**src/rtl/gpr_file_snap.sv**
```systemverilog
// Architectural GPR file with two combinational read ports, one write port and a
// commit-aligned flattened snapshot that the register-export and difftest stages consume.
module gpr_file_snap #(
    parameter int NR_REGS = 32,
    parameter bit BYPASS  = 1'b1
) (
    input  logic                    clk,
    input  logic                    resetn,
    input  logic [4:0]              raddr1,
    output logic [31:0]             rdata1,
    input  logic [4:0]              raddr2,
    output logic [31:0]             rdata2,
    input  logic                    we,
    input  logic [4:0]              waddr,
    input  logic [31:0]             wdata,
    input  logic                    commit_valid,
    output logic [NR_REGS*32-1:0]   gprs,
    output logic                    snap_valid,
    output logic [31:0]             retire_cnt,
    output logic                    bad_waddr
);

    localparam int         AW = $clog2(NR_REGS);
    localparam logic [5:0] NR = 6'(NR_REGS);

    generate
        if (NR_REGS != 16 && NR_REGS != 32) begin : g_bad_cfg
            $error("gpr_file_snap: NR_REGS must be 16 or 32");
        end
    endgenerate

    logic [31:0]           regs      [NR_REGS];
    logic [31:0]           next_regs [NR_REGS];
    logic [NR_REGS*32-1:0] next_flat;
    logic                  wr_legal;
    logic                  wr_bad;

    assign wr_bad   = we && ({1'b0, waddr} >= NR);
    assign wr_legal = we && (waddr != 5'd0) && !wr_bad;

    // The post-write image is what a commit captures, so a retiring instruction's own write is visible.
    always_comb begin
        next_regs = regs;
        if (wr_legal) begin
            next_regs[waddr[AW-1:0]] = wdata;
        end
    end

    always_comb begin
        next_flat = '0;
        for (int i = 0; i < NR_REGS; i++) begin
            next_flat[32*i +: 32] = next_regs[i];
        end
    end

    function automatic logic [31:0] read_port(input logic [4:0] raddr);
        logic [31:0] r;
        r = '0;
        if (raddr == 5'd0 || {1'b0, raddr} >= NR) begin
            r = '0;
        end else if (BYPASS && we && (waddr == raddr)) begin
            r = wdata;
        end else begin
            r = regs[raddr[AW-1:0]];
        end
        return r;
    endfunction

    always_comb begin
        rdata1 = read_port(raddr1);
        rdata2 = read_port(raddr2);
    end

    // x0 is never written, so both regs[0] and the x0 slot of gprs stay zero.
    always_ff @(posedge clk) begin
        if (!resetn) begin
            for (int i = 0; i < NR_REGS; i++) begin
                regs[i] <= '0;
            end
            gprs       <= '0;
            snap_valid <= 1'b0;
            retire_cnt <= '0;
            bad_waddr  <= 1'b0;
        end else begin
            regs       <= next_regs;
            snap_valid <= commit_valid;
            if (wr_bad) begin
                bad_waddr <= 1'b1;
            end
            if (commit_valid) begin
                gprs       <= next_flat;
                retire_cnt <= retire_cnt + 32'd1;
            end
        end
    end

endmodule

```
**config.mk**
```make
export PLATFORM = sky130hd
export DESIGN_NAME = gpr_file_snap
export DESIGN_NICKNAME = d
export VERILOG_FILES = /design/src/rtl/gpr_file_snap.sv
export SDC_FILE = /design/constraint.sdc
export NUM_CORES = 2
export LEC_CHECK = 0
export BUFFER_PORTS_ARGS = -buffer_cell sky130_fd_sc_hd__buf_2
export CAP_MARGIN = 5
export CORE_AREA = 2 2 462 464
export CTS_BUF_LIST = sky130_fd_sc_hd__clkbuf_2 sky130_fd_sc_hd__clkbuf_4 sky130_fd_sc_hd__clkbuf_8
export DETAILED_ROUTE_END_ITERATION = 7
export DIE_AREA = 0 0 464 466
export HOLD_SLACK_MARGIN = 0.15
export MAX_ROUTING_LAYER = met4
export SLEW_MARGIN = 5
export SYNTH_ARGS = -nofsm -noshare
export SYNTH_HDL_FRONTEND = slang
export SYNTH_SLANG_ARGS = --single-unit
```
**constraint.sdc**
```tcl
create_clock -name clk -period 6.1 [get_ports clk]
set_clock_uncertainty 0.1 [all_clocks]
set_input_delay 0.305 -clock clk [delete_from_list [all_inputs] [get_ports clk]]
set_output_delay 0.305 -clock clk [all_outputs]
set_load 0.005 [all_outputs]
```
# After elaboration in Yosys (flattened, before gate mapping)
# Index checks and enable logic that the tools add are counted.
# word_totals
latch_bits	0
memories	0
mem_bits_rw	0
in_bits	51
regBits	2081
rom_bits	0
# classes
n_mux	14
eq_ne	2
add_sub_neg	1
n_reduce_logical	7
shifts	0
bitwise_logic	3
div_mod_pow	0
order_cmp	4
multipliers	0
# op_table
operator	n
$bwmux 1024	1
$mux 1024	1
$bmux 32 s5	2
$mux 32	9
$demux 32 s5	1
$add 32x1->32 const B	1
$ge 6x6->1 const B	3
$not 5->6	3
$eq 5x5->1	2
$logic_not 5->1	2
$lt 6x1->1 const B	1
$reduce_bool 5->1	1
$logic_and 1x1->1	4

# Depth between registers and ports, before layout
# depth
word_depth	7
depth_mapped	9
depth_no_buf	6

# Least setup slack after synthesis
# No wires, ideal clock.
# synth_timing
path_type	in2out
from	input port raddr1[0]
to	output port rdata1[17]
path_slack_ns	3.767
required_ns	5.695
stages	7
n_path_buf	3
t_arrival_ns	1.928
path_cell_list	buf_6 > buf_8 > buf_2 > mux4_2 > nor3b_1 > a211oi_1 > a221o_1
# synth_between
elab_chain_cells	6
# synth_lines
item	line	source
start, declared	9	input logic [4:0] raddr1,
$not 5->6 (implied by the code)	64	r = regs[raddr[AW-1:0]];
$bmux 32 s5	64	
$mux 32 (implied by the code) (2 in a row)	64	
$mux 32	61	end else if (BYPASS && we && (waddr == raddr)) begin
$mux 32 (*)	59	if (raddr == 5'd0 || {1'b0, raddr} >= NR) begin
end, declared	10	output logic [31:0] rdata1,
# Mark *: on every way between the ends. The rest lies on a longest branch, timed or not. The select of a mux whose other input is x is not followed.

# Worst setup path after layout
# layout_timing
from	input port waddr[4]
to	output port rdata2[18]
# layout_between
elab_chain_cells	4
# layout_lines
item	line	source
start, declared	14	input logic [4:0] waddr,
$eq 5x5->1	61	
$logic_and 1x1->1	61	
$mux 32	61	
$mux 32	59	
end, declared	12	output logic [31:0] rdata2,
# Every way passes these cells.

==> impl_metrics.toml <==
[global_route]
grt_pass1_vias = 71600
grt_max_degree = 263
grt_usage_pct = 44.4
antenna_found_initial = 61
overflow = 0
grt_pass1_wl_mm = 638

[floorplan]
dieWidth_um = 464
core_area_um2 = 211000
die_y_um = 466
row_count = 169
start_util_pct = 41.9
dieArea_um2 = 216000
io_pins = 1173

[pwr]
p_comb_share_pct = 9.8
leakage_nw = 44.0
seq_power_share_pct = 45.9
swShare_pct = 27.1
power_density_nw_per_um2 = 300
irDropWorstVdd_v = 0.000262
power_mw = 31.1
switchingPower_mw = 8.42
clock_power_share_pct = 44.3
p_int_mw = 22.7

[logic_synthesis]
ys_seq_area_share_pct = 47.0
synth_edf_count = 0
synthArstFlopShare_pct = 0
synth_nets = 8599
synth_cell_types = 72
syn-cell-area_um2 = 88600
synth_area_per_cell_um2 = 10.4
yosysWarnings = 0
syn_inst = 8547
ys_seq_elements = 2081
synth_flop_cell = "dfxtp_1"

[detailed_routing]
vias_per_cell = 6.33
drtIter0Drc = 11200
dr.pass1.iters = 6
dr_total_vias = 79100
routed_wl_mm = 486
post-route-drc-count = 0
wl_per_cell_um = 38.8
ant_nets = 0

[worst_setup_path]
critPathArrivalTime_ps = 4940
r2r-start = "retire_cnt[3]$_SDFFE_PN0P_"
cp-startpoint = "waddr[4]"
slowest_stage = "o32ai_1"
rrSetupSlack_ps = 3520
worstSetupPathType = "input port to output pin"
crit_chain = "dlygate4sd3_1, buf_2, xor2_1, nor4_4, and2_0, buf_4, o21ai_2, o32ai_1, buf_2"
worstSetupEndpointType = "output pin"
cp.required_ps = 5690
timing.rr.end = "retire_cnt[28]$_SDFFE_PN0P_"
cpPeakStageDelay_ps = 1190
cp_common_cell = "buf_2"
startpoint_type = "input port"
crit_fanout = 20
rr_worst_depth = 5

[sta]
fmax_ghz = 0.187
fin_worst_hold_slack_ps = 213
rsz0062_at_grt = "no"
tightest_slew_ps = 1320
min_period_ps = 5350
final_max_slew_viol_count = 0
hold_viol_final = 0
setup_viol = 0
tns_ps = 0
slew_headroom_pct = 11.7
finalCritPeriodShare_pct = 87.7

[layout]
final_area_um2 = 104000
area_delta_synth_final_pct = 17.1
drive_gt1_share_pct = 25.3
nFillCells = 19800
nets = 9434

[hold_path]
hold-path-endpoint = "gprs[229]$_SDFFE_PN0P_"
min_from = "commit_valid"
hold_class = "input port to flip-flop"
hold_path_depth = 4

[placed_design]
globalplace.congestion = 1.07
portBuffers = 1171
postPlaceCellArea_um2 = 95500
hpwl_mm = 364

[clock_tree]
cts_buffer_depth = 4
path_clk_slew_ps = 60
cts_tree = "done"
cts_root_buffer = "clkbuf_8"
htree_levels = 5
cts_sinks = 2081
cts_buffers = 366
cts.repair.resized = 0
insertion_delay_ps = 1120

[status]
status = "finished clean"

[flow_run]
drv_cap = 0
[how the worst max path moves through the flow]
stage,cells after the start,end
4_1_cts,9,rdata2[18]
5_1_grt,9,rdata2[18]
6_report,9,rdata2[18]
3_3_place_gp,7,rdata2[2]
2_1_floorplan,7,rdata1[17]
3_5_place_dp,7,rdata2[2]
[state kept, by name (all words and copies together) (netlist names)]
signal      flops
regs         1024
gprs         1024
snap_valid      1
retire_cnt     32
[power by group through the flow]
stage                     combinational [mW]  sequential (mW)  clock, mW
final                                   3.06             14.3       13.8
after global routing                    3.15             14.3       14.5
after CTS                               2.98             14.3       13.8
after detailed placement                2.94             14.6          0
after global placement                  2.93             14.6          0
after floorplan                         1.56             14.5          0
[cell type report]
type	instances	area (µm²)	area share (%)
sequential	2081	41700	40.2
clock buffer	563	7050	6.80
clock inverter	55	577	0.556
tap	2821	3530	3.40
inverter	14	60.1	0.0579
timing repair buffer	1381	7920	7.64
multi-input combinational	5538	42800	41.2
antenna	54	135	0.130
[metrics by stage]
| step | worst slack [ps] | util [%] | instances |
|---|---|---|---|
| 6_report | 753 | 49.1 | 12500 |
| 5_1_grt | 957 | 49.1 | 12500 |
| 3_3_place_gp | 1320 | 45.2 | 11800 |
| 4_1_cts | 978 | 49.0 | 12500 |
| 2_1_floorplan | 3770 | - | 8547 |
| 3_5_place_dp | 1270 | 45.2 | 11800 |
[cells by family after synthesis]
| kind of cell | after synthesis | share of synthesized area [%] |
|---|---|---|
| and+or+nand+nor | 2390 | 10.8 |
| DFF | 2081 | 47.0 |
| muxes | 1636 | 24.6 |
| AOI/OAI and AO/OA | 1479 | 12.4 |
| buffers and inverters | 928 | 4.84 |
| xor gates and xnor gates | 31 | 0.307 |
| adders and majority gates | 1 | 0.0141 |
| other | 1 | 0.00423 |
[critical path, delay by kind of cell]
| family | cells | cell delay [ps] |
|---|---|---|
| AO/OA/AOI/OAI | 2 | 1410 |
| XOR/XNOR | 1 | 190 |
| buffers and inverters | 4 | 1750 |
| AND/OR/NAND/NOR | 2 | 1260 |
[cell usage after synthesis (12+ instances only)]
cell	number	area share (%)
inv_1	12	0.051
and3_1	12	0.085
nor3_1	29	0.16
clkbuf_1	653	2.8
buf_1	19	0.081
nor2_1	2099	8.9
o21ai_0	61	0.34
o22ai_1	99	0.70
o2111a_1	13	0.17
buf_4	53	0.45
mux2_2	21	0.27
nand2b_1	26	0.18
a31oi_1	15	0.11
a221oi_1	71	0.70
a21oi_1	38	0.21
nand2_1	52	0.22
buf_6	30	0.38
xnor2_1	22	0.22
nand3_1	34	0.19
mux4_2	405	10
and2_1	43	0.30
dfxtp_1	2081	47
a211oi_1	1007	8.5
mux4_1	21	0.62
nor2b_1	14	0.099
mux2i_1	1189	13
nand4_1	15	0.11
a22oi_1	104	0.88
buf_2	144	0.81
or3_1	17	0.12
[per-layer routing]
metal  part of all wire [%]  up-vias  GRT usage [%]  routed length, µm
li1                       -    32800              -                  -
met3                    9.8     1074           10.3              47600
met4                    7.2        0           27.8              35000
met2                     42     5335           62.3             205000
met1                     41    39900           57.4             198000
met5                      0        -              -                  0
[cells in the final DEF (no fill, tap or decap), types with 104 or more instances in the layout]
cell and instances:
a22oi_1 104, clkbuf_4 111, mux4_2 405, clkbuf_8 452, buf_4 140, buf_2 1164
mux2i_1 1189, a211oi_1 1007, nor2_1 2095, dfxtp_1 2081
[what timing repair did]
action                                  CTS  global route
setup buffers                             0             0
endpoints found under the hold margin  1220             0
hold buffers                             47             0
No activity file was read; power rests on OpenSTA's default activity.
